<file path="config.mk">
export PLATFORM = sky130hd
export DESIGN_NAME = mac_xw_streamer_flat
export DESIGN_NICKNAME = d
export VERILOG_FILES = /design/src/rtl/mac_pkg.sv /design/src/rtl/mac_xw_streamer_if.sv /design/src/rtl/mac_slice_byte_cnt.sv /design/src/rtl/mac_xw_streamer.sv /design/src/flat_wrapper.sv
export SDC_FILE = /design/constraint.sdc
export NUM_CORES = 1
export LEC_CHECK = 0
export CAP_MARGIN = 10
export CORE_UTILIZATION = 46
export DETAILED_ROUTE_END_ITERATION = 10
export PLACE_DENSITY = 0.86
export SLEW_MARGIN = 20
export SYNTH_ARGS = -nofsm -noshare
export SYNTH_HDL_FRONTEND = slang
export SYNTH_SLANG_ARGS = --single-unit
</file>
<file path="constraint.sdc">
create_clock -name layer_clk -period 2.85 [get_ports layer_clk]
set_input_delay 0.57 -clock layer_clk [delete_from_list [all_inputs] [get_ports layer_clk]]
set_output_delay 0.57 -clock layer_clk [all_outputs]
set_load 0.01 [all_outputs]
</file>
<file path="src/rtl/mac_pkg.sv">
// Constants and types shared by the X/W streamer and the MAC receiver.
// Frame geometry must match on both ends of the byte-serial link.
package mac_pkg;

   localparam int BYTES_PER_SLICE = 6;
   localparam int NUM_SLICES      = 62;
   localparam int N               = BYTES_PER_SLICE * NUM_SLICES;

   typedef enum logic [1:0] {
      IDLE  = 2'd0,
      RUN   = 2'd1,
      DRAIN = 2'd2,
      DONE  = 2'd3
   } state_t;

   // Counter width that stays legal for a modulus of 1.
   function automatic int cnt_w(input int modulus);
      return (modulus > 1) ? $clog2(modulus) : 1;
   endfunction

endpackage

</file>
<file path="src/rtl/mac_xw_streamer_if.sv">
// Byte-serial X/W bus from the streamer (master) to the MAC receiver (slave).
interface mac_xw_streamer_if;

   logic [7:0] x;
   logic [7:0] w;
   logic       data_en;
   logic       slice_last;
   logic       frame_last;

   modport master (
      output x,
      output w,
      output data_en,
      output slice_last,
      output frame_last
   );

   modport slave (
      input x,
      input w,
      input data_en,
      input slice_last,
      input frame_last
   );

endinterface

</file>
<file path="src/rtl/mac_slice_byte_cnt.sv">
// Byte-within-slice and slice-within-frame counter pair; the last flags
// describe the position the counters currently hold.
module mac_slice_byte_cnt #(
   parameter int  BYTES_PER_SLICE = mac_pkg::BYTES_PER_SLICE,
   parameter int  NUM_SLICES      = mac_pkg::NUM_SLICES,
   localparam int BYTE_W          = mac_pkg::cnt_w(BYTES_PER_SLICE),
   localparam int SLICE_W         = mac_pkg::cnt_w(NUM_SLICES)
) (
   input  logic layer_clk,
   input  logic rst_n,
   input  logic clr,
   input  logic advance,
   output logic slice_last,
   output logic frame_last
);

   import mac_pkg::*;

   logic [BYTE_W-1:0]  byte_q, byte_d;
   logic [SLICE_W-1:0] slice_q, slice_d;

   assign slice_last = (byte_q == BYTE_W'(BYTES_PER_SLICE - 1));
   assign frame_last = slice_last && (slice_q == SLICE_W'(NUM_SLICES - 1));

   always_comb begin
      byte_d  = byte_q;
      slice_d = slice_q;
      if (clr) begin
         byte_d  = '0;
         slice_d = '0;
      end else if (advance) begin
         if (slice_last) begin
            byte_d  = '0;
            slice_d = frame_last ? '0 : slice_q + SLICE_W'(1);
         end else begin
            byte_d  = byte_q + BYTE_W'(1);
         end
      end
   end

   always_ff @(posedge layer_clk or negedge rst_n) begin
      if (!rst_n) begin
         byte_q  <= '0;
         slice_q <= '0;
      end else begin
         byte_q  <= byte_d;
         slice_q <= slice_d;
      end
   end

endmodule

</file>
<file path="src/rtl/mac_xw_streamer.sv">
// Reads one frame of X/W operand bytes from the dual-lane RAM on start and
// streams them out with slice/frame boundary markers through a 2-stage pipe.
module mac_xw_streamer #(
   parameter int BYTES_PER_SLICE = mac_pkg::BYTES_PER_SLICE,
   parameter int NUM_SLICES      = mac_pkg::NUM_SLICES,
   parameter int ADDR_W          = 9
) (
   input  logic              layer_clk,
   input  logic              rst_n,
   input  logic              start,
   input  logic              hold,
   output logic              rd_en,
   output logic [ADDR_W-1:0] rd_addr,
   input  logic [7:0]        rd_x,
   input  logic [7:0]        rd_w,
   output logic              busy,
   output logic              done,
   mac_xw_streamer_if.master xw
);

   import mac_pkg::*;

   localparam int                FRAME_WORDS = BYTES_PER_SLICE * NUM_SLICES;
   localparam logic [ADDR_W-1:0] LAST_ADDR   = ADDR_W'(FRAME_WORDS - 1);

   state_t            state_q, state_d;
   logic [ADDR_W-1:0] word_cnt_q, word_cnt_d;
   logic              cnt_clr;
   logic              tag_slice_last, tag_frame_last;

   logic              s1_valid_q, s1_valid_d;
   logic              s1_slice_last_q, s1_slice_last_d;
   logic              s1_frame_last_q, s1_frame_last_d;

   logic              s2_valid_q, s2_valid_d;
   logic              s2_slice_last_q, s2_slice_last_d;
   logic              s2_frame_last_q, s2_frame_last_d;
   logic [7:0]        x_q, x_d;
   logic [7:0]        w_q, w_d;

   // Tags describe the word being read this cycle and advance with each read.
   mac_slice_byte_cnt #(
      .BYTES_PER_SLICE (BYTES_PER_SLICE),
      .NUM_SLICES      (NUM_SLICES)
   ) u_tag_cnt (
      .layer_clk  (layer_clk),
      .rst_n      (rst_n),
      .clr        (cnt_clr),
      .advance    (rd_en),
      .slice_last (tag_slice_last),
      .frame_last (tag_frame_last)
   );

   always_comb begin
      state_d    = state_q;
      word_cnt_d = word_cnt_q;
      rd_en      = 1'b0;
      cnt_clr    = 1'b0;
      case (state_q)
         IDLE: begin
            if (start) begin
               state_d    = RUN;
               word_cnt_d = '0;
               cnt_clr    = 1'b1;
            end
         end
         RUN: begin
            rd_en = !hold;
            if (rd_en) begin
               word_cnt_d = word_cnt_q + ADDR_W'(1);
               if (word_cnt_q == LAST_ADDR) begin
                  state_d    = DRAIN;
                  word_cnt_d = '0;
               end
            end
         end
         // Once stage 1 is empty the final byte is on the bus this cycle.
         DRAIN: begin
            if (!s1_valid_q) begin
               state_d = DONE;
            end
         end
         DONE: begin
            state_d = IDLE;
         end
         default: begin
            state_d = IDLE;
         end
      endcase
   end

   always_comb begin
      s1_valid_d      = rd_en;
      s1_slice_last_d = rd_en && tag_slice_last;
      s1_frame_last_d = rd_en && tag_frame_last;

      s2_valid_d      = s1_valid_q;
      s2_slice_last_d = s1_valid_q && s1_slice_last_q;
      s2_frame_last_d = s1_valid_q && s1_frame_last_q;
      x_d             = s1_valid_q ? rd_x : x_q;
      w_d             = s1_valid_q ? rd_w : w_q;
   end

   always_ff @(posedge layer_clk or negedge rst_n) begin
      if (!rst_n) begin
         state_q         <= IDLE;
         word_cnt_q      <= '0;
         s1_valid_q      <= 1'b0;
         s1_slice_last_q <= 1'b0;
         s1_frame_last_q <= 1'b0;
         s2_valid_q      <= 1'b0;
         s2_slice_last_q <= 1'b0;
         s2_frame_last_q <= 1'b0;
         x_q             <= '0;
         w_q             <= '0;
      end else begin
         state_q         <= state_d;
         word_cnt_q      <= word_cnt_d;
         s1_valid_q      <= s1_valid_d;
         s1_slice_last_q <= s1_slice_last_d;
         s1_frame_last_q <= s1_frame_last_d;
         s2_valid_q      <= s2_valid_d;
         s2_slice_last_q <= s2_slice_last_d;
         s2_frame_last_q <= s2_frame_last_d;
         x_q             <= x_d;
         w_q             <= w_d;
      end
   end

   assign rd_addr       = word_cnt_q;
   assign busy          = (state_q != IDLE);
   assign done          = (state_q == DONE);

   assign xw.x          = x_q;
   assign xw.w          = w_q;
   assign xw.data_en    = s2_valid_q;
   assign xw.slice_last = s2_slice_last_q;
   assign xw.frame_last = s2_frame_last_q;

endmodule
</file>
<file path="src/flat_wrapper.sv">
// flat-port wrapper written by rule: the top's interface ports become plain ports
module mac_xw_streamer_flat import mac_pkg::*;
#(
   parameter int BYTES_PER_SLICE = mac_pkg::BYTES_PER_SLICE,
   parameter int NUM_SLICES      = mac_pkg::NUM_SLICES,
   parameter int ADDR_W          = 9
)
  (layer_clk, rst_n, start, hold, rd_en, rd_addr, rd_x, rd_w, busy, done, xw_x, xw_w, xw_data_en, xw_slice_last, xw_frame_last);
  mac_xw_streamer_if xw_i ();
  input  logic layer_clk;
  input  logic rst_n;
  input  logic start;
  input  logic hold;
  output logic rd_en;
  output logic [ADDR_W-1:0] rd_addr;
  input  logic [7:0] rd_x;
  input  logic [7:0] rd_w;
  output logic busy;
  output logic done;
  output wire logic [$bits(xw_i.x)-1:0] xw_x;
  output wire logic [$bits(xw_i.w)-1:0] xw_w;
  output wire logic [$bits(xw_i.data_en)-1:0] xw_data_en;
  output wire logic [$bits(xw_i.slice_last)-1:0] xw_slice_last;
  output wire logic [$bits(xw_i.frame_last)-1:0] xw_frame_last;
  assign xw_x = xw_i.x;
  assign xw_w = xw_i.w;
  assign xw_data_en = xw_i.data_en;
  assign xw_slice_last = xw_i.slice_last;
  assign xw_frame_last = xw_i.frame_last;
  mac_xw_streamer #(.BYTES_PER_SLICE(BYTES_PER_SLICE), .NUM_SLICES(NUM_SLICES), .ADDR_W(ADDR_W)) u_core (.layer_clk(layer_clk), .rst_n(rst_n), .start(start), .hold(hold), .rd_en(rd_en), .rd_addr(rd_addr), .rd_x(rd_x), .rd_w(rd_w), .busy(busy), .done(done), .xw(xw_i));
endmodule
</file>
* Word level (Yosys, flattened, before mapping)
Cells that the tools add are included. W data, S select, Z words.
Operators by class: add/sub/neg operators 3, eq/ne operators 10, muxes and demuxes 19, reduce and logical (&&, ||, !) cells 14
Operator list (count):
- $mux W9 | 3
- $mux W6 | 4
- $pmux W9 S2 | 1
- $add A9 B1 Y9 const B | 1
- $eq A9 B9 Y1 const B | 1
- $mux W3 | 3
- $mux W2 | 4
- $pmux W2 S4 | 1
- $reduce_bool A2 Y1 | 4
- $add A6 B1 Y6 const B | 1
- $eq A6 B6 Y1 const B | 1
- $ne A2 B2 Y1 const B | 3
- $logic_and A1 B1 Y1 | 5
- $eq A2 B2 Y1 const B | 2
- $reduce_and A4 Y1 | 1
- $add A3 B1 Y3 const B | 1
- $eq A3 B3 Y1 const B | 1
- $mux W1 | 3
- $reduce_and A3 Y1 | 1
- $eq A2 B1 Y1 const B | 1
- $logic_not A2 Y1 | 1
- $ne A2 B1 Y1 const B | 1
- $reduce_and A2 Y1 | 1
- $logic_not A1 Y1 | 1
Word-level totals: register bits after elaboration 42, word-level logic and storage cells 58

* Logic depth before layout (Yosys ltp)
Gate-level depths: netlist of the first run.
depth in word-level cells 6, mapped depth 8, gate-level depth less buffers 6

* By module
A second synthesis of the first run with hierarchy kept.
Unflattened totals: cells, all modules 168, area, all modules 1933.1 sq um
Modules (own cells, without submodules):
- mac_xw_streamer | instances 1, cells each 119, area an instance 1447.6 sq um
- mac_slice_byte_cnt | instances 1, cells each 49, area an instance 485.5 sq um

* Worst setup path after synthesis of the first run
Ideal clock, no wire load.
kind reg2reg, from register u_core.state_q[1], to register u_core.word_cnt_q[5] (netlist: u_core.rd_addr[5]), library setup time 78 ps, arrival 2015 ps, required time 2772 ps, path slack 757 ps, cell stages (with the launch flop) 9, buffers on the path 2, cells stage by stage dfrtp_1 inv_1 ha_1 and2_4 buf_6 or3_4 buf_6 or4_1 a21oi_1
On the way: word-level cells in the longest chain between the ends 3, elaborated cells on any way between the ends 7, classes of those cells eq/ne: 3; mux: 1; reduce/logical: 3
RTL lines:
- start: declaration | line mac_xw_streamer.sv:26 | state_t state_q, state_d;
- start signal: assignment | line mac_xw_streamer.sv:117 | state_q <= state_d;
- $eq A2 B1 Y1 or $logic_not A2 Y1 (tied branches) | line mac_xw_streamer.sv:59 | case (state_q)
- $ne A2 B2 Y1 (no source line) or $reduce_bool A2 Y1 (tied branches)
- $reduce_and A3 Y1 (no source line)
- end signal: assignment | line mac_xw_streamer.sv:118 | word_cnt_q <= word_cnt_d;
- end: declaration | line mac_xw_streamer.sv:27 | logic [ADDR_W-1:0] word_cnt_q, word_cnt_d;
Several ways; a longest one is shown, not always the timed one. A chain may end at the register's enable or synchronous reset.

* Final worst setup path of the first run
from register u_core.state_q[1], to output rd_en
On the way: word-level cells in the longest chain between the ends 2
RTL lines:
- $eq A2 B1 Y1 | line mac_xw_streamer.sv:59
- $mux W1 | line mac_xw_streamer.sv:59
- end: declaration | line flat_wrapper.sv:14 | output logic rd_en;
Every way passes these cells.

==> results of run 1 <==
## worst reg2reg max path, delay by kind of cell (launching register included)
family                   cells  cell delay, ns
AND/OR/NAND/NOR              3            1.16
flip-flops                   1            0.40
adder cells (fa/ha/maj)      1            0.25
AO/OA/AOI/OAI                1            0.16
buffers and inverters        1            0.08
## metrics by stage
stage | std cells | area, um2 | hold WS (ns) | total power [mW] | worst slack (ns)
floorplan | 167 | 1912 | 0.2744 | 1.415 | 0.7573
global placement | 261 | 2432 | 0.4363 | 1.779 | 0.4261
detailed placement | 261 | 2432 | 0.4401 | 1.815 | 0.3880
CTS | 269 | 2550 | 0.4194 | 2.322 | 0.2855
global route | 269 | 2550 | 0.4688 | 2.439 | 0.2003
finish | 269 | 2550 | 0.3855 | 2.297 | 0.2874
## final cells by class
type                       count  area, um2  share of cell area
sequential                    42       1051              0.4122
tap                           50      62.56             0.02453
inverter                       8      30.03             0.01178
clock inverter                 3      48.80             0.01914
multi-input combinational    111      793.3              0.3111
clock buffer                   5      68.82             0.02699
timing repair buffer          50      495.5              0.1943
## worst max-delay path by stage
stage	endpoint	slack, ns	cells past startpoint
2_1_floorplan	u_core.rd_addr[5]	0.76	8
4_1_cts	rd_en	0.29	4
3_5_place_dp	rd_en	0.39	3
6_report	rd_en	0.29	4
3_3_place_gp	rd_en	0.43	3
5_1_grt	rd_en	0.20	4
## layer usage
metal,share of wire,global-route usage,up-vias
met5,0,0,-
met2,0.47,0.3048,47
met4,0.022,0.08777,0
met3,0.056,0.04795,8
met1,0.45,0.2098,697
li1,-,-,690
## cell usage after synthesis (all sizes together)
library cell,count
a2111oi,1
a211oi,3
a21boi,1
a21oi,6
a31oi,1
and2,5
and4,2
and4b,1
buf,3
clkbuf,3
dfrtp,42
ha,7
inv,8
mux2,17
nand2,14
nand2b,1
nand3,4
nand4,4
nor2,8
nor2b,2
nor3,1
nor4,3
nor4b,1
o21a,1
o21ai,9
o22ai,1
o31ai,2
or2,1
or3,6
or4,3
xnor2,5
xor2,1
## sequential cells by signal, summed over array words and instances (netlist names)
signal and count:
u_core.s1_frame_last_q 1, u_core.rd_addr 9, u_core.xw.slice_last 1, u_core.state_q 2, u_core.xw.data_en 1, u_core.xw.w 8, u_core.u_tag_cnt.slice_q 6, u_core.xw.x 8
u_core.xw.frame_last 1, u_core.s1_valid_q 1, u_core.u_tag_cnt.byte_q 3, u_core.s1_slice_last_q 1
## cells in the final DEF, fill, tap and decap left out, types with 4 or more instances in the layout
master	instances
a21oi_1	6
and2_1	4
clkbuf_8	5
clkdlybuf4s50_1	49
dfrtp_1	42
ha_1	7
inv_1	8
mux2_2	17
nand2_1	14
nand3_1	4
nand4_1	4
nor2_1	8
o21ai_0	8
or3_1	5
xnor2_1	5
## power breakdown
group	switching [mW]	leakage, nW	internal, mW
registers	0.145	0.543	0.767
logic	0.383	0.461	0.517
clock network	0.218	0.0563	0.267
total	0.746	1.06	1.55
## cell families after synthesis
| kind of cell | after synthesis | share of synthesized area |
|---|---|---|
| AND/OR/NAND/NOR | 56 | 0.1630 |
| adder cells (fa/ha/maj) | 7 | 0.04581 |
| multiplexers | 17 | 0.1001 |
| AO/OA/AOI/OAI | 25 | 0.07854 |
| flip-flops | 42 | 0.5497 |
| XOR/XNOR | 6 | 0.02749 |
| buffers and inverters | 14 | 0.03534 |
==> impl_metrics.tcl, run 1 <==
set metrics [dict create \
    antenna_found_initial 0 \
    h-tree-depth 2 \
    grt_pass1_vias 1357 \
    avgSynthCellArea_um2 11.45 \
    reg2reg_depth 6 \
    synthesis.nets 194 \
    post_cts_buffers 0 \
    crit_path_start_kind "register" \
    synth_top_area_cell "dfrtp_1" \
    synthCells 167 \
    cts_hold_buf 0 \
    dieArea_um2 4418 \
    synthesis.area_um2 1912 \
    criticalPathCategory "reg2out" \
    powerDensity_nw_per_um2 900.6 \
    r2r-end "u_core.rd_addr[5]" \
    ctsResizeCount 0 \
    overflow 0 \
    fin_setup_tns_ns 0 \
    die_x_um 66.47 \
    status "finished, final reports clean" \
    routed_wl_mm 3.536 \
    finalMaxSlewViolations 0 \
    chipHeight_um 66.47 \
    grt_pass1_wl_mm 5.809 \
    track_usage 0.1799 \
    cts_root_buffer "clkbuf_8" \
    insertion_delay_ns 0.30 \
    fillers 347 \
    min_period_over_period 0.8992 \
    crit_chain "inv_1 -> ha_1 -> nor2b_1 -> clkdlybuf4s50_1" \
    dr.pass1.iters 4 \
    setup_viol 0 \
    path_clk_slew_ns 0.08 \
    max-cap-violations 0 \
    nets 245 \
    synth_cell_types 36 \
    slew_headroom 0.4138 \
    io_buffer_count 50 \
    cts_buffers 5 \
    netlist_top_cells_area "dfrtp_1 (55%), mux2_2 (10%), ha_1 (4.6%)" \
    r2r-start "u_core.state_q[0]" \
    ys_warn_count 0 \
    cp-end-kind "output pin" \
    cts_tree "done" \
    slowest_stage "clkdlybuf4s50_1" \
    wl_per_cell_um 13.14 \
    cp_slowest_stage_delay_ns 0.60 \
    tightest_slew_ns 0.8793 \
    io_pins 51 \
    drive_gt1_frac 0.1324 \
    ys_seq_area_frac 0.5497 \
    worstHoldPathType "in2async" \
    required_ns 2.28 \
    gp_congestion 0.7719 \
    p_leak_nw 1.060 \
    num_vias 1442 \
    worst-path-max-fanout 6 \
    syn2layout_area_growth_pct 33.38 \
    critPathTopFamily "buffers and inverters" \
    worst-path-buf-inv 2 \
    fp-row-count 23 \
    grt_setup_unrepaired "false" \
    ant_nets 0 \
    drtIter0Drc 75 \
    post-synth-top-area-fraction 0.5497 \
    n_antenna_cell 0 \
    hold_violations 0 \
    r2r_slack_ns 0.74 \
    crit_arrival_ns 1.99 \
    core-area_um2 4000 \
    startpoint "u_core.state_q[1]" \
    final.setup_skew_ns 0.004484 \
    via_per_inst 5.361 \
    start_util 0.4779 \
    fmax_mhz 390.2 \
    layout_min_cycle_time_ns 2.563 \
    postLayoutCoreUtil 0.6375 \
    dp_hpwl_mm 2.464 \
    ir_worst_vdd_mv 0.6512 \
    grt_max_degree 43 \
    cts.sinks 42 \
    synth-seq-cells 42 \
    clockBufferDepth 2 \
    drc 0 \
]
Power figures use the tool's default switching activity.
==> run 2: changes to the inputs <==
--- a/config.mk
+++ b/config.mk
@@ -6,9 +6,9 @@
 export NUM_CORES = 1
 export LEC_CHECK = 0
 export CAP_MARGIN = 10
-export CORE_UTILIZATION = 46
+export CORE_UTILIZATION = 40
 export DETAILED_ROUTE_END_ITERATION = 10
-export PLACE_DENSITY = 0.86
+export PLACE_DENSITY = 0.78
 export SLEW_MARGIN = 20
 export SYNTH_ARGS = -nofsm -noshare
 export SYNTH_HDL_FRONTEND = slang
==> run 2 against run 1 <==
The run now ends with design-rule violations left. Largest power group unchanged. Largest cell class unchanged. Clock-buffer cell count up 1. Maximum frequency is 2.5% higher. First-iteration DRC count rose by 51%. Combinational power down 2%. Die area rose by 15%. Flip-flop and latch count is the same. Worst setup slack better by 0.062 ns. Register-to-register slack worse by 0.04 ns. Critical path type unchanged. Sequential power fell by 1%. Highest routed layer unchanged. Global-route usage decreased by 2.8 points. Power fell by 2.3%. Sequential share of layout area is 0.081 points higher.
==> impl_metrics.tcl, run 2 (synthesis results as in run 1) <==
set metrics [dict create \
    status "finished, violations left" \
    violations "design-rule violations" \
    chipHeight_um 71.14 \
    cts_tree "done" \
    post_cts_buffers 0 \
    grt_pass1_vias 1330 \
    placed_area_um2 2435 \
    overflow 0 \
    stdcell_area_um2 2545 \
    hold_violations 0 \
    ctsResizeCount 0 \
    via_per_inst 5.185 \
    finalMaxSlewViolations 0 \
    cts_hold_buf 0 \
    fmax_mhz 399.8 \
    fp-row-count 24 \
    worst-path-buf-inv 2 \
    dp_hpwl_mm 2.470 \
    grt_max_degree 43 \
    grt_setup_unrepaired "false" \
    worst-path-max-fanout 6 \
    worstHoldPathType "in2async" \
    layout_common_cells "clkdlybuf4s50_1 (49), dfrtp_1 (42), mux2_2 (17), nand2_1 (14)" \
    cts_root_buffer "clkbuf_8" \
    antenna_found_initial 0 \
    setup_viol 0 \
    crit_chain "inv_1 -> ha_1 -> nor2b_1 -> clkdlybuf4s50_1" \
    criticalPathCategory "reg2out" \
    powerDensity_nw_per_um2 881.2 \
    drc 7 \
    grt_pass1_wl_mm 5.954 \
    required_ns 2.28 \
    slowest_stage "clkdlybuf4s50_1" \
    num_vias 1405 \
    n_antenna_cell 0 \
    cp_slowest_stage_delay_ns 0.59 \
    fin_setup_tns_ns 0 \
    cts.sinks 42 \
    dr.pass1.iters 7 \
    critPathTopFamily "buffers and inverters" \
    h-tree-depth 2 \
    ir_worst_vdd_mv 0.4165 \
    gp_congestion 0.7506 \
    die_x_um 71.14 \
    final.setup_skew_ns 0.005647 \
    path_clk_slew_ns 0.08 \
    r2r_slack_ns 0.70 \
    crit_arrival_ns 1.93 \
    nets 245 \
    max-cap-violations 0 \
    fillers 392 \
    core-area_um2 4474 \
    multiInputGateArea_um2 793.3 \
    slew_headroom 0.4072 \
    crit_path_start_kind "register" \
    largest_register_ffs 9 \
    drtIter0Drc 113 \
    dieArea_um2 5060 \
    clockBufferDepth 2 \
    routed_wl_mm 3.472 \
    timing.hold.ws_ns 0.3952 \
    insertion_delay_ns 0.29 \
    layout_commonest_cell "clkdlybuf4s50_1" \
    seq_area_um2 1051 \
    cp-end-kind "output pin" \
    tightest_slew_ns 0.8892 \
    io_buffer_count 50 \
    p_leak_nw 1.055 \
    wl_per_cell_um 12.81 \
    syn2layout_area_growth_pct 33.12 \
    io_pins 51 \
    cts_buffers 5 \
    ant_nets 0 \
    drive_gt1_frac 0.1279 \
    layout_min_cycle_time_ns 2.501 \
    start_util 0.4273 \
    track_usage 0.1518 \
    min_period_over_period 0.8776 \
]
==> run 2: changes by cell type in the layout (fill, tap and decap cells not counted) <==
cell      delta
clkbuf_1     +1
inv_8        -1
==> run 2: area by class of cell <==
cell class,instances,share of cell area
Inverter,8,0.01180
Timing Repair Buffer,50,0.1947
Sequential cell,42,0.4130
Clock inverter,2,0.01475
Tap cell,52,0.02557
Multi-Input combinational cell,111,0.3117
Clock buffer,6,0.02852
==> run 2: path summary, 6_finish.rpt <==
path,from,to,depth (start not counted)
setup / recovery,u_core.state_q[1],rd_en,4
hold / removal,rst_n,u_core.xw.w[0],1
setup reg to reg,u_core.state_q[0],u_core.rd_addr[7],6
hold reg to reg,u_core.s1_slice_last_q,u_core.xw.slice_last,1
max in group asynchronous,rst_n,u_core.u_tag_cnt.slice_q[4],1
min in group layer_clk,u_core.s1_slice_last_q,u_core.xw.slice_last,1
==> run 2: where the power goes <==
| part | switching, mW | internal, mW |
|---|---|---|
| combinational | 0.368 | 0.515 |
| clock | 0.198 | 0.261 |
| sequential | 0.134 | 0.767 |
==> run 2: metal layers <==
metal	global-route usage	up-vias	share of wire
met4	0.06667	0	0.018
met3	0.03419	7	0.073
li1	-	693	-
met5	0	-	0
met2	0.2457	40	0.43
met1	0.1961	665	0.48
==> run 2: through the flow <==
step | instances | setup WS (ns) | utilization | total power [mW]
after floorplan | 167 | 0.7573 | - | 1.415
after global placement | 263 | 0.4388 | 0.5442 | 1.783
after detailed placement | 263 | 0.4082 | 0.5442 | 1.808
after CTS | 271 | 0.3020 | 0.5688 | 2.278
after global routing | 271 | 0.2153 | 0.5688 | 2.402
final | 271 | 0.3489 | 0.5688 | 2.243
==> run 3: changes to the inputs <==
--- a/config.mk
+++ b/config.mk
@@ -7,8 +7,10 @@
 export LEC_CHECK = 0
 export CAP_MARGIN = 10
 export CORE_UTILIZATION = 40
+export CTS_CLUSTER_SIZE = 12
 export DETAILED_ROUTE_END_ITERATION = 10
-export PLACE_DENSITY = 0.78
+export DONT_BUFFER_PORTS = 1
+export PLACE_DENSITY = 0.64
 export SLEW_MARGIN = 20
 export SYNTH_ARGS = -nofsm -noshare
 export SYNTH_HDL_FRONTEND = slang
==> run 3 against run 2 <==
The run still ends with design-rule violations left. Hold slack got worse by 0.29 ns. Design area decreased by 19%. Via count is 9.2% lower.
==> impl_metrics.tcl, run 3 (synthesis results as in run 1) <==
set metrics [dict create \
    hold_violations 0 \
    multiInputGateArea_um2 793.3 \
    required_ns 3.07 \
    io_pins 51 \
    path_clk_slew_ns 0.08 \
    dieArea_um2 5060 \
    ant_nets 0 \
    p_leak_nw 0.8754 \
    fp-row-count 24 \
    ctsResizeCount 0 \
    max-cap-violations 0 \
    setup_viol 0 \
    nets 196 \
    overflow 0 \
    antenna_found_initial 0 \
    track_usage 0.1505 \
    cts_root_buffer "clkbuf_8" \
    grt_pass1_wl_mm 5.809 \
    worst-path-buf-inv 1 \
    r2r-start "u_core.state_q[0]" \
    grt_max_degree 43 \
    h-tree-depth 2 \
    fmax_mhz 468.3 \
    gp_congestion 0.8383 \
    slowest_stage "or4_1" \
    drtIter0Drc 96 \
    finalMaxSlewViolations 0 \
    drive_gt1_frac 0.1647 \
    min_period_over_period 0.7492 \
    routed_wl_mm 3.544 \
    num_vias 1276 \
    cts.sinks 42 \
    powerDensity_nw_per_um2 950.3 \
    grt_setup_unrepaired "false" \
    seq_area_um2 1051 \
    r2r_slack_ns 0.71 \
    cts_buffers 5 \
    crit_path_start_kind "register" \
    cp-end-kind "register" \
    wl_per_cell_um 15.96 \
    via_per_inst 5.748 \
    crit_arrival_ns 2.35 \
    r2r-end "u_core.rd_addr[7]" \
    start_util 0.4273 \
    fillers 413 \
    criticalPathCategory "reg2reg" \
    dp_hpwl_mm 2.532 \
    violations "design-rule violations" \
    cts_hold_buf 1 \
    chipHeight_um 71.14 \
    layout_common_cells "dfrtp_1 (42), mux2_2 (17), nand2_1 (14)" \
    final.setup_skew_ns 0.004748 \
    fin_setup_tns_ns 0 \
    worstHoldPathType "in2async" \
    syn2layout_area_growth_pct 8.246 \
    tightest_slew_ns 0.7711 \
    drc 5 \
    status "finished, violations left" \
    largest_register_ffs 9 \
    die_x_um 71.14 \
    reg2reg_depth 6 \
    insertion_delay_ns 0.29 \
    core-area_um2 4474 \
    n_antenna_cell 0 \
    io_buffer_count 0 \
    post_cts_buffers 0 \
    timing.hold.ws_ns 0.1101 \
    crit_cells 6 \
    clockBufferDepth 2 \
    grt_pass1_vias 1329 \
    worst-path-max-fanout 9 \
    critPathTopFamily "simple AND/OR/NAND/NOR gates" \
    layout_min_cycle_time_ns 2.135 \
    cts_tree "done" \
    cp_slowest_stage_delay_ns 0.52 \
    slew_headroom 0.4859 \
    crit_chain "inv_1 -> ha_1 -> nor2b_1 -> or3_4 -> or4_1 -> a21oi_1" \
    ir_worst_vdd_mv 0.3121 \
    layout_commonest_cell "dfrtp_1" \
    dr.pass1.iters 7 \
]
==> run 3: cell types whose count changed in the layout (fill, tap and decap cells not counted), sizes merged <==
cell and change:
clkdlybuf4s50 -49
==> run 3: final cells by class <==
| type | instances | share of cell area |
|---|---|---|
| sequential | 42 | 0.5079 |
| multi-input combinational | 111 | 0.3833 |
| clock buffer | 6 | 0.03507 |
| tap | 52 | 0.03144 |
| clock inverter | 2 | 0.01814 |
| inverter | 8 | 0.01451 |
| timing repair buffer | 1 | 0.009674 |
==> run 3: where the power goes <==
group	total (mW)	switching [mW]	internal, mW	leakage [nW]
Combinational	0.513	0.260	0.252	0.281
Sequential	0.994	0.226	0.768	0.543
Clock	0.460	0.199	0.261	0.0514
Total	1.97	0.685	1.28	0.875
==> run 3: how the worst max path moves through the flow <==
stage / slack (ns) / start / end
CTS: 0.73 / u_core.state_q[0] / u_core.rd_addr[7]
floorplan: 0.76 / u_core.state_q[1] / u_core.rd_addr[5]
global route: 0.63 / u_core.state_q[0] / u_core.rd_addr[7]
detailed placement: 0.74 / u_core.state_q[0] / u_core.rd_addr[7]
finish: 0.71 / u_core.state_q[0] / u_core.rd_addr[7]
global placement: 0.82 / u_core.state_q[0] / u_core.rd_addr[7]
==> run 3: per-layer routing <==
metal	track usage	vias to the layer above	routed length (um)
met5	0	-	0
met4	0.08000	0	55
met3	0.06268	7	277
met2	0.2532	46	1754
met1	0.1616	629	1456
li1	-	594	-
==> run 3: worst reg2reg max path: stages (launching register included) <==
cell     delay, ns
dfrtp_1       0.40
inv_1         0.08
ha_1          0.25
nor2b_1       0.22
or3_4         0.44
or4_1         0.52
a21oi_1       0.15
==> run 3: metrics by stage <==
stage          total power [mW]  setup slack (ns)  utilization  std cells  area, um2
2_1_floorplan             1.415            0.7573            -        167       1912
3_3_place_gp              1.460            0.8241       0.4334        213       1939
3_5_place_dp              1.507            0.7358       0.4334        213       1939
4_1_cts                   1.987            0.7273       0.4625        222       2069
5_1_grt                   2.102            0.6268       0.4625        222       2069
6_report                  1.967            0.7148       0.4625        222       2069
==> edit: new RTL, settings of run 3 <==
Make the reset (`rst_n`) synchronous in 2 clocked blocks.
--- a/src/rtl/mac_slice_byte_cnt.sv
+++ b/src/rtl/mac_slice_byte_cnt.sv
@@ -38,7 +38,7 @@
       end
    end
 
-   always_ff @(posedge layer_clk or negedge rst_n) begin
+   always_ff @(posedge layer_clk) begin
       if (!rst_n) begin
          byte_q  <= '0;
          slice_q <= '0;
--- a/src/rtl/mac_xw_streamer.sv
+++ b/src/rtl/mac_xw_streamer.sv
@@ -101,7 +101,7 @@
       w_d             = s1_valid_q ? rd_w : w_q;
    end
 
-   always_ff @(posedge layer_clk or negedge rst_n) begin
+   always_ff @(posedge layer_clk) begin
       if (!rst_n) begin
          state_q         <= IDLE;
          word_cnt_q      <= '0;
Check against the original RTL: differs if rst_n is asserted again (counterexample within 4 cycles, from zero or initial values and one cycle with rst_n low); with rst_n held inactive, the same outputs for 10 cycles.
==> edit against run 3 <==
  * Clock power grew 3%
  * Combinational power is 29% lower
  * Die area decreased by 3.1%
  * Cell count grew 12%
  * Routed wire length decreased by 8.5%
  * Synthesized area is 3.1% lower
  * Sequential cell count is the same
  * Setup slack improved by 0.20 ns
  * Critical endpoint is now rd_en
  * Critical path depth shrank 2
  * Final area is 2.5% lower
  * Register-to-register slack improved by 0.26 ns
  * Via count is 1.4% higher
  * Worst hold slack improved by 0.29 ns
  * Total power down 22%
==> edit: results (changes against run 3) <==
OUTCOME
----------------------------------------------------------------------------------------
Result of the run ......................................................... finished, final reports clean   was finished with violations

SETUP PATH
----------------------------------------------------------------------------------------
Reg-to-reg slack, setup ...................................................      0.97 ns   was 0.71 ns
Arrival time of data at the critical path endpoint ........................      1.37 ns   was 2.35 ns
Maximum fanout count along the critical path ..............................            8   was 9

YOSYS
----------------------------------------------------------------------------------------
Mux cell area share after synthesis .......................................        10.9%   was 10.0%
Async set or reset register ratio after synthesis .........................           0%   was 100%
Post-synthesis net count ..................................................          220   was 194
Synthesized-area fraction occupied by ao, oa, aoi and oai cells ...........        6.22%   was 7.85%
Sequential cell area fraction in the yosys report .........................        45.4%   was 55.0%
List of most frequent post-synthesis cells ................................ sky130_fd_sc_hd__dfxtp_1 (42), sky130_fd_sc_hd__mux2i_1 (19), sky130_fd_sc_hd__nor2b_1 (19)   was sky130_fd_sc_hd__dfrtp_1 (42), sky130_fd_sc_hd__mux2_2 (17), sky130_fd_sc_hd__nand2_1 (14)
Area share of xor/xnor cells in the synthesized design ....................        5.68%   was 2.75%
Netlist cell types ........................................................           39   was 36
Post-synthesis adder-cell area fraction ...................................        4.73%   was 4.58%

DRT
----------------------------------------------------------------------------------------
Vias per inst .............................................................         5.20   was 5.75
DRT met1 WL ...............................................................      1.59 mm   was 1.46 mm
Highest routed layer ......................................................         met4   unchanged
Number of search-and-repair iterations in the first detailed-routing pass .            4   was 7
Number of DRC markers in iteration 0 ......................................           34   was 96
Length of routed met3 wiring ..............................................       241 um   was 277 um
Detail Route met2 WL ......................................................      1.34 mm   was 1.75 mm

TIMING
----------------------------------------------------------------------------------------
Minimum clock period ......................................................      1.94 ns   was 2.14 ns
Final Hold Slack ..........................................................     0.399 ns   was 0.110 ns
Post-Route Skew ...........................................................   0.00433 ns   was 0.00475 ns
Tightest Pin Transition ...................................................     0.456 ns   was 0.771 ns
Setup TNS .................................................................         0 ns   unchanged

FINAL LAYOUT
----------------------------------------------------------------------------------------
Fraction of layout instances using a drive strength above 1 ...............        8.12%   was 16.5%
Number of inserted filler cells in the final layout .......................          440   was 413

GLOBAL ROUTE
----------------------------------------------------------------------------------------
GR Layer Usage met1 .......................................................        18.9%   was 16.2%
Total track usage .........................................................        14.7%   was 15.0%
Global-route wire length before repair ....................................      5.58 mm   was 5.81 mm
Met3 demand-to-capacity share in global routing ...........................        5.63%   was 6.27%
Number of global-route vias before repair .................................        1,206   was 1,329
Largest net degree at the start of global routing .........................           29   was 43

PLACEMENT
----------------------------------------------------------------------------------------
Worst-case setup slack after placement ....................................     0.988 ns   was 0.736 ns
GP Congestion .............................................................        0.794   was 0.838

POWER
----------------------------------------------------------------------------------------
Worst vdd ir ..............................................................     0.298 mV   was 0.312 mV
Leakage dissipation .......................................................     0.706 nW   was 0.875 nW

MIN PATH
----------------------------------------------------------------------------------------
Worst hold path type ......................................................    in -> reg   was in -> async

## edit: cell types whose count changed after synthesis, moves of 4 or more
| cell | before | now |
|---|---|---|
| sky130_fd_sc_hd__mux2_2 | 17 | 1 |
| sky130_fd_sc_hd__nor2_1 | 8 | 16 |
| sky130_fd_sc_hd__xnor2_1 | 5 | 10 |
| sky130_fd_sc_hd__dfrtp_1 | 42 | 0 |
| sky130_fd_sc_hd__nor2b_1 | 2 | 19 |
| sky130_fd_sc_hd__dfxtp_1 | 0 | 42 |
| sky130_fd_sc_hd__nand3_1 | 4 | 8 |
| sky130_fd_sc_hd__mux2i_1 | 0 | 19 |
| sky130_fd_sc_hd__or3_1 | 5 | 1 |
| sky130_fd_sc_hd__o21ai_0 | 8 | 1 |
| sky130_fd_sc_hd__and3_1 | 0 | 5 |
## edit: final cells by class
cell class | count | share of cell area (%)
Multi-Input combinational cell | 139 | 47.8
Sequential cell | 42 | 41.7
Clock buffer | 5 | 3.41
Tap cell | 52 | 3.22
Clock inverter | 3 | 2.23
Inverter | 7 | 1.30
Timing Repair Buffer | 1 | 0.372
## edit: cells by family after synthesis
kind of cell	count (synthesis)
xor gates and xnor gates	12
DFF	42
AOI/OAI and AO/OA	14
adders and majority gates	7
and+or+nand+nor	86
buffers and inverters	12
muxes	20
## edit: worst max-delay path: stages, from the launching register on
cell	delay, ns
sky130_fd_sc_hd__dfxtp_1	0.35
sky130_fd_sc_hd__inv_1	0.09
sky130_fd_sc_hd__ha_1	0.31
sky130_fd_sc_hd__nand2b_2	0.16
sky130_fd_sc_hd__inv_2	0.17
## edit: final timing paths
| path | startpoint | endpoint | depth (start not counted) |
|---|---|---|---|
| max | u_core.state_q[1]$_SDFFE_PN0P_ | rd_en | 4 |
| min | rst_n | u_core.s1_valid_q$_SDFF_PN0_ | 2 |
| max reg2reg | u_core.rd_addr[1]$_SDFFE_PN0P_ | u_core.state_q[1]$_SDFFE_PN0P_ | 5 |
| min reg2reg | u_core.s1_slice_last_q$_SDFF_PN0_ | u_core.xw.slice_last$_SDFF_PN0_ | 1 |
## edit: power by group
part | internal [W] | leakage [nW] | switching, W | total (W)
logic | 0.000149 | 0.317 | 0.000216 | 0.000365
registers | 0.000632 | 0.339 | 0.0000568 | 0.000689
clock network | 0.000261 | 0.0504 | 0.000214 | 0.000475
## edit: metrics by stage
stage | total power (W) | instance area (um^2) | utilization [%] | std cells
finish | 0.00153 | 2020 | 45.7 | 249
detailed placement | 0.00107 | 1900 | 43.1 | 241
global placement | 0.00107 | 1900 | 43.1 | 241
CTS | 0.00155 | 2020 | 45.7 | 249
global route | 0.00162 | 2020 | 45.7 | 249
floorplan | 0.00100 | 1850 | - | 193
